`config.mk`:
```
export PLATFORM = sky130hd
export DESIGN_NAME = ascon_perm_iter_flat
export DESIGN_NICKNAME = d
export VERILOG_FILES = /design/src/rtl/ascon_pkg.sv /design/src/rtl/ascon_perm_iter_if.sv /design/src/rtl/ascon_round.sv /design/src/rtl/ascon_perm_iter.sv /design/src/flat_wrapper.sv
export SDC_FILE = /design/constraint.sdc
export NUM_CORES = 2
export LEC_CHECK = 0
export CAP_MARGIN = 15
export CELL_PAD_IN_SITES_DETAIL_PLACEMENT = 0
export CELL_PAD_IN_SITES_GLOBAL_PLACEMENT = 1
export CORE_MARGIN = 10
export CORE_UTILIZATION = 40
export CTS_CLUSTER_SIZE = 28
export DETAILED_ROUTE_END_ITERATION = 7
export GPL_TIMING_DRIVEN = 0
export PLACE_DENSITY = 0.85
export SLEW_MARGIN = 20
export SYNTH_ARGS = -nofsm -noshare
export SYNTH_HDL_FRONTEND = slang
export SYNTH_SLANG_ARGS = --single-unit
```
`constraint.sdc`:
```
create_clock -name clk -period 4.2 [get_ports clk]
set_input_delay 0.63 -clock clk [delete_from_list [all_inputs] [get_ports clk]]
set_output_delay 0.63 -clock clk [all_outputs]
set_load 0.02 [all_outputs]
```
`src/rtl/ascon_pkg.sv`:
```
// Shared types, constants and helpers for the iterative Ascon permutation.
// State words are x0..x4, x0 in the most significant position.
package ascon_pkg;

  localparam int MAX_ROUNDS = 12;

  localparam int R0A = 19;
  localparam int R0B = 28;
  localparam int R1A = 61;
  localparam int R1B = 39;
  localparam int R2A = 1;
  localparam int R2B = 6;
  localparam int R3A = 10;
  localparam int R3B = 17;
  localparam int R4A = 7;
  localparam int R4B = 41;

  typedef struct packed {
    logic [63:0] x0;
    logic [63:0] x1;
    logic [63:0] x2;
    logic [63:0] x3;
    logic [63:0] x4;
  } state_t;

  typedef enum logic {
    IDLE,
    RUN
  } fsm_t;

  function automatic logic [7:0] rc(input logic [3:0] r);
    return {4'd15 - r, r};
  endfunction

  function automatic logic [63:0] ror(
    input logic [63:0] v,
    input int          n
  );
    return (v >> n) | (v << (64 - n));
  endfunction

endpackage

```
`src/rtl/ascon_perm_iter_if.sv`:
```
// Start/busy/done handshake and state buses of the permutation core.
interface ascon_perm_iter_if;
  logic        start;
  logic [3:0]  rounds;
  logic [63:0] x0, x1, x2, x3, x4;
  logic        busy;
  logic        done;
  logic [63:0] y0, y1, y2, y3, y4;

  modport master (
    output start, rounds, x0, x1, x2, x3, x4,
    input  busy, done, y0, y1, y2, y3, y4
  );

  modport slave (
    input  start, rounds, x0, x1, x2, x3, x4,
    output busy, done, y0, y1, y2, y3, y4
  );
endinterface

```
`src/rtl/ascon_round.sv`:
```
// One Ascon round: constant addition, bitsliced S-box, linear layer.
// A low enable passes the state through untouched.
module ascon_round
  import ascon_pkg::*;
(
  input  state_t     d,
  input  logic [3:0] idx,
  input  logic       en,
  output state_t     q
);

  state_t a, s, l;
  logic [63:0] b0, b1, b2, b3, b4;
  logic [63:0] c0, c1, c2, c3, c4;

  always_comb begin
    a    = d;
    a.x2 = d.x2 ^ {56'd0, rc(idx)};

    b0 = a.x0 ^ a.x4;
    b1 = a.x1;
    b2 = a.x2 ^ a.x1;
    b3 = a.x3;
    b4 = a.x4 ^ a.x3;

    c0 = b0 ^ (~b1 & b2);
    c1 = b1 ^ (~b2 & b3);
    c2 = b2 ^ (~b3 & b4);
    c3 = b3 ^ (~b4 & b0);
    c4 = b4 ^ (~b0 & b1);

    s.x0 = c0 ^ c4;
    s.x1 = c1 ^ c0;
    s.x2 = ~c2;
    s.x3 = c3 ^ c2;
    s.x4 = c4;

    l.x0 = s.x0 ^ ror(s.x0, R0A) ^ ror(s.x0, R0B);
    l.x1 = s.x1 ^ ror(s.x1, R1A) ^ ror(s.x1, R1B);
    l.x2 = s.x2 ^ ror(s.x2, R2A) ^ ror(s.x2, R2B);
    l.x3 = s.x3 ^ ror(s.x3, R3A) ^ ror(s.x3, R3B);
    l.x4 = s.x4 ^ ror(s.x4, R4A) ^ ror(s.x4, R4B);

    q = en ? l : d;
  end

endmodule

```
`src/rtl/ascon_perm_iter.sv`:
```
// Iterative Ascon permutation p^a, UNROLL rounds per clock.
// FSM, remaining-round counter, round-index base and state register.
module ascon_perm_iter
  import ascon_pkg::*;
#(
  parameter int UNROLL = 1
) (
  input logic              clk,
  input logic              rst,
  ascon_perm_iter_if.slave bus
);

  localparam logic [3:0] UN   = 4'(UNROLL);
  localparam logic [3:0] MAXR = 4'(MAX_ROUNDS);

  fsm_t       state, state_n;
  state_t     st, st_n;
  logic [3:0] left, left_n;
  logic [3:0] base, base_n;
  logic       done, done_n;
  logic       accept;
  logic [3:0] nr, todo, n, cur_base;
  state_t     chain [UNROLL+1];

  assign accept   = bus.start && (state == IDLE);
  assign nr       = (bus.rounds > MAXR) ? MAXR : bus.rounds;
  // rounds outstanding before this cycle's batch
  assign todo     = accept ? nr : left;
  assign n        = (todo < UN) ? todo : UN;
  assign cur_base = accept ? (MAXR - nr) : base;
  assign chain[0] = accept ?
    {bus.x0, bus.x1, bus.x2, bus.x3, bus.x4} : st;

  for (genvar g = 0; g < UNROLL; g++) begin : g_round
    ascon_round u_round (
      .d   (chain[g]),
      .idx (cur_base + 4'(g)),
      .en  (4'(g) < n),
      .q   (chain[g+1])
    );
  end

  always_ff @(posedge clk) begin
    if (rst) begin
      state <= IDLE;
      st    <= '0;
      left  <= '0;
      base  <= '0;
      done  <= 1'b0;
    end else begin
      state <= state_n;
      st    <= st_n;
      left  <= left_n;
      base  <= base_n;
      done  <= done_n;
    end
  end

  always_comb begin
    state_n = state;
    unique case (state)
      IDLE: if (accept && nr > UN) state_n = RUN;
      RUN:  if (left <= UN) state_n = IDLE;
      default: state_n = IDLE;
    endcase
  end

  always_comb begin
    st_n   = st;
    left_n = left;
    base_n = base;
    done_n = 1'b0;
    if (accept || state == RUN) begin
      st_n   = chain[UNROLL];
      left_n = todo - n;
      base_n = cur_base + n;
      done_n = (todo <= UN);
    end
  end

  assign bus.busy = (state == RUN);
  assign bus.done = done;
  assign bus.y0   = st.x0;
  assign bus.y1   = st.x1;
  assign bus.y2   = st.x2;
  assign bus.y3   = st.x3;
  assign bus.y4   = st.x4;

endmodule
```
`src/flat_wrapper.sv`:
```
// flat-port wrapper written by rule: the top's interface ports become plain ports
module ascon_perm_iter_flat import ascon_pkg::*;
#(
  parameter int UNROLL = 1
)
  (clk, rst, bus_start, bus_rounds, bus_x0, bus_x1, bus_x2, bus_x3, bus_x4, bus_busy, bus_done, bus_y0, bus_y1, bus_y2, bus_y3, bus_y4);
  ascon_perm_iter_if bus_i ();
  input logic clk;
  input logic rst;
  input wire logic [$bits(bus_i.start)-1:0] bus_start;
  input wire logic [$bits(bus_i.rounds)-1:0] bus_rounds;
  input wire logic [$bits(bus_i.x0)-1:0] bus_x0;
  input wire logic [$bits(bus_i.x1)-1:0] bus_x1;
  input wire logic [$bits(bus_i.x2)-1:0] bus_x2;
  input wire logic [$bits(bus_i.x3)-1:0] bus_x3;
  input wire logic [$bits(bus_i.x4)-1:0] bus_x4;
  output wire logic [$bits(bus_i.busy)-1:0] bus_busy;
  output wire logic [$bits(bus_i.done)-1:0] bus_done;
  output wire logic [$bits(bus_i.y0)-1:0] bus_y0;
  output wire logic [$bits(bus_i.y1)-1:0] bus_y1;
  output wire logic [$bits(bus_i.y2)-1:0] bus_y2;
  output wire logic [$bits(bus_i.y3)-1:0] bus_y3;
  output wire logic [$bits(bus_i.y4)-1:0] bus_y4;
  assign bus_i.start = bus_start;
  assign bus_i.rounds = bus_rounds;
  assign bus_i.x0 = bus_x0;
  assign bus_i.x1 = bus_x1;
  assign bus_i.x2 = bus_x2;
  assign bus_i.x3 = bus_x3;
  assign bus_i.x4 = bus_x4;
  assign bus_busy = bus_i.busy;
  assign bus_done = bus_i.done;
  assign bus_y0 = bus_i.y0;
  assign bus_y1 = bus_i.y1;
  assign bus_y2 = bus_i.y2;
  assign bus_y3 = bus_i.y3;
  assign bus_y4 = bus_i.y4;
  ascon_perm_iter #(.UNROLL(UNROLL)) u_core (.clk(clk), .rst(rst), .bus(bus_i));
endmodule
```
==> out/qor.csv <==
stage,metric,value,unit
yosys,syn_area_per_cell,8.63,um^2
worst_setup_path,rrSetupSlack,0,ps
global_routing,grt_use_met3,16.5,%
clocking,cts_sinks,330,
clocking,htreeDepth,2,
yosys,async_flop_share,0,%
worst_setup_path,reg2regPathDepth,15,
floorplanning,row_count,106,
route,routed_wl,239000,um
route,drc,0,
timing,tightest_slew,1340,ps
global_routing,met1_usage,56.3,%
timing,relSlewSlack,10.7,%
clocking,clock_path_buffers,3,
layout,finalInstanceArea,47300,um^2
timing,worst_slack,-102,ps
global_routing,grt-ovfl-total,0,
place,place_area,41600,um^2
timing,clock-skew-final,28.4,ps
yosys,synth_top_area_cell,dfxtp_1,
global_routing,grt_max_degree,12,
worst_setup_path,r2r_start,u_core.bus.busy,
worst_setup_path,cp_slowest_cell,clkdlybuf4s50_1,
min_path,whs_endpoint,u_core.left[3],
floorplanning,io_pins,649,
worst_setup_path,crit_path_max_fanout,10,
place,pre_cts_ws,-2920,ps
timing,tns,-2420,ps
floorplanning,die-area,95700,um^2
status,violations,setup timing,
timing,fmax,232,MHz
layout,syn2layout_area_growth,41.2,%
worst_setup_path,arrival,4770,ps
global_routing,grt_usage,47.8,%
min_path,holdPathStages,2,
route,vias_per_cell,6.29,
yosys,synth_top_cell_area_share,19.7,%
flow_run,maxCapViolCount,0,
route,firstDrtPassIters,6,
route,wl_per_cell,41.4,um
yosys,synth_seq_cells,330,
timing,rsz0062_at_grt,true,
floorplanning,core_area,83300,um^2
floorplanning,dieHeight,309,um
yosys,synth_area,33500,um^2
layout,drive_gt1_share,15.2,%
floorplanning,start_util,40.2,%
yosys,synth_cell_types,54,
clocking,clk_latency,630,ps
worst_setup_path,critPathBufInv,4,
layout,postLayoutCoreUtil,56.8,%
route,drt_iter0_markers,4703,
clocking,clk_pin_slew,60,ps
worst_setup_path,crit_family,buffers and inverters,
yosys,synth_flop_cell,dfxtp_1,
status,status,"finished, violations left",
yosys,yosys_warnings,0,
global_routing,grt_pass1_vias,34600,
worst_setup_path,cp-start-kind,input port,
route,route.vias.total,36300,
layout,fillers,7574,
layout,final_common_cell,clkdlybuf4s50_1,
clocking,postCtsHoldBufs,0,
timing,fin_crit_sh,102,%
worst_setup_path,crit_type,input port to flip-flop,
place,gp_congestion,1.09,
yosys,syn-instance-count,3884,
timing,hold_viol,0,
global_routing,antenna_found_initial,15,
worst_setup_path,required,4660,ps
min_path,min-delay-start,u_core.left[3],
place,hpwl,193000,um
worst_setup_path,critPathCaptureType,flip-flop,
layout,fin_nets,5107,
yosys,synth-edff-count,0,
yosys,ys_seq_area_share,19.7,%
timing,setup_viol,65,
global_routing,busiest_layer,met2,
min_path,hold_class,flip-flop to flip-flop,
timing,maxSlewViolCount,0,
place,port_buffers,645,
route,ant_nets,0,
clocking,cts_tree,done,
worst_setup_path,cp_cell_sequence,clkdlybuf4s50_1 -> nor2b_4 -> buf_12 -> buf_6 -> buf_4 -> nor2_1 -> a31oi_1 -> ha_1 -> xnor2_2 -> xnor2_2 -> xnor2_1 -> xnor2_1 -> o22ai_1,
global_routing,grt_pass1_wl,310000,um
clocking,clock-root-buffer,clkbuf_16,
floorplanning,die_x,309,um
layout,final_cell_mix,"645 x clkdlybuf4s50_1, 501 x xnor2_1, 364 x nand2_1, 353 x xor2_1, 330 x dfxtp_1",
clocking,cts-buffers-inserted,47,
worst_setup_path,cp_slowest_stage_delay,570,ps
timing,fin_crit,4300,ps
global_routing,gr-usage-met2,71.5,%
yosys,synthTopCellsByArea,"dfxtp_1 20%, xnor2_1 18%, xor2_1 11%, mux2i_1 8.0%, ha_1 5.0%",
worst_setup_path,r2r-end,u_core.bus.y3[46],
==> state kept, by name (all words and copies together), names as in the netlist, 4 cells and up <==
name and count:
u_core.left 4, u_core.bus.y3 64, u_core.base 4, u_core.bus.y2 64, u_core.bus.y0 64, u_core.bus.y1 64, u_core.bus.y4 64
==> through the flow <==
step / hold slack, ps / cells
after floorplan: 428 / 3886
after global placement: 441 / 5611
after detailed placement: 445 / 5613
after CTS: 436 / 5736
after global routing: 473 / 5763
final: 450 / 5774
==> worst register-to-register path, delay by kind of cell (launching register included) <==
| kind | cells | cell delay, ps |
|---|---|---|
| AOI/OAI and AO/OA | 1 | 100 |
| xor gates and xnor gates | 4 | 1310 |
| adders and majority gates | 1 | 290 |
| buffers and inverters | 6 | 1590 |
| DFF | 1 | 430 |
| and+or+nand+nor | 3 | 320 |
==> synth_stat cells, types with 16 or more instances <==
cell type / count
xnor2_1: 707
xor2_1: 432
nand2_1: 364
dfxtp_1: 330
mux2i_1: 267
inv_1: 203
o22ai_1: 199
a22oi_1: 173
a21oi_1: 154
nor2_1: 138
ha_1: 134
clkbuf_1: 116
maj3_1: 106
o21ai_0: 96
xnor2_2: 79
o211ai_1: 58
mux2_2: 51
mux2i_2: 42
o21ai_1: 35
buf_2: 34
buf_6: 26
a211oi_1: 19
nor3_1: 16
==> repair_timing <==
item | 4_1_cts | 5_1_grt
buffers inserted | 39 | 25
gates resized for setup | 372 | 78
pin swaps | 48 | 29
setup endpoints to repair | 308 | 175
==> cell type report <==
class	instances	area (um^2)	area share, %
Multi-Input combinational cell	3146	28400	60.1
Timing Repair Buffer	711	7220	15.3
Sequential cell	330	6610	14.0
Clock buffer	73	1390	2.93
Buffer	204	1380	2.92
Tap cell	1080	1350	2.86
Inverter	205	769	1.63
Clock inverter	11	133	0.280
Antenna cell	14	35.0	0.0741
==> metal layers <==
metal	routed length, um	part of all wire (%)
met5	52	0.022
met4	21500	9.0
met3	30100	13
met2	101000	42
met1	86100	36
==> cells by family (layout without fill, tap and decap cells) <==
| family | Yosys count | count (layout) | synth area share, % |
|---|---|---|---|
| buffers and inverters | 410 | 1204 | 5.53 |
| AOI/OAI and AO/OA | 766 | 766 | 14.4 |
| other | 1 | 17 | 0.0112 |
| xor gates and xnor gates | 1226 | 1226 | 34.2 |
| adders and majority gates | 241 | 241 | 8.23 |
| muxes | 362 | 362 | 11.5 |
| DFF | 330 | 330 | 19.7 |
| and+or+nand+nor | 548 | 548 | 6.43 |
==> how the worst max path moves through the flow <==
stage / startpoint / to / slack, ps / cells past startpoint
6_report: bus_start / u_core.bus.y3[50] / -100 / 13
5_1_grt: bus_start / u_core.bus.y0[52] / -40 / 12
4_1_cts: bus_start / u_core.bus.y0[60] / -20 / 17
3_5_place_dp: bus_start / u_core.bus.y0[60] / -2920 / 17
3_3_place_gp: bus_start / u_core.bus.y3[62] / -3010 / 15
2_1_floorplan: bus_start / u_core.bus.y2[0] / 400 / 16
Power is left out: the tool's default activity adds up to more than one toggle a clock period on the data nets, which glitch-free logic cannot reach.
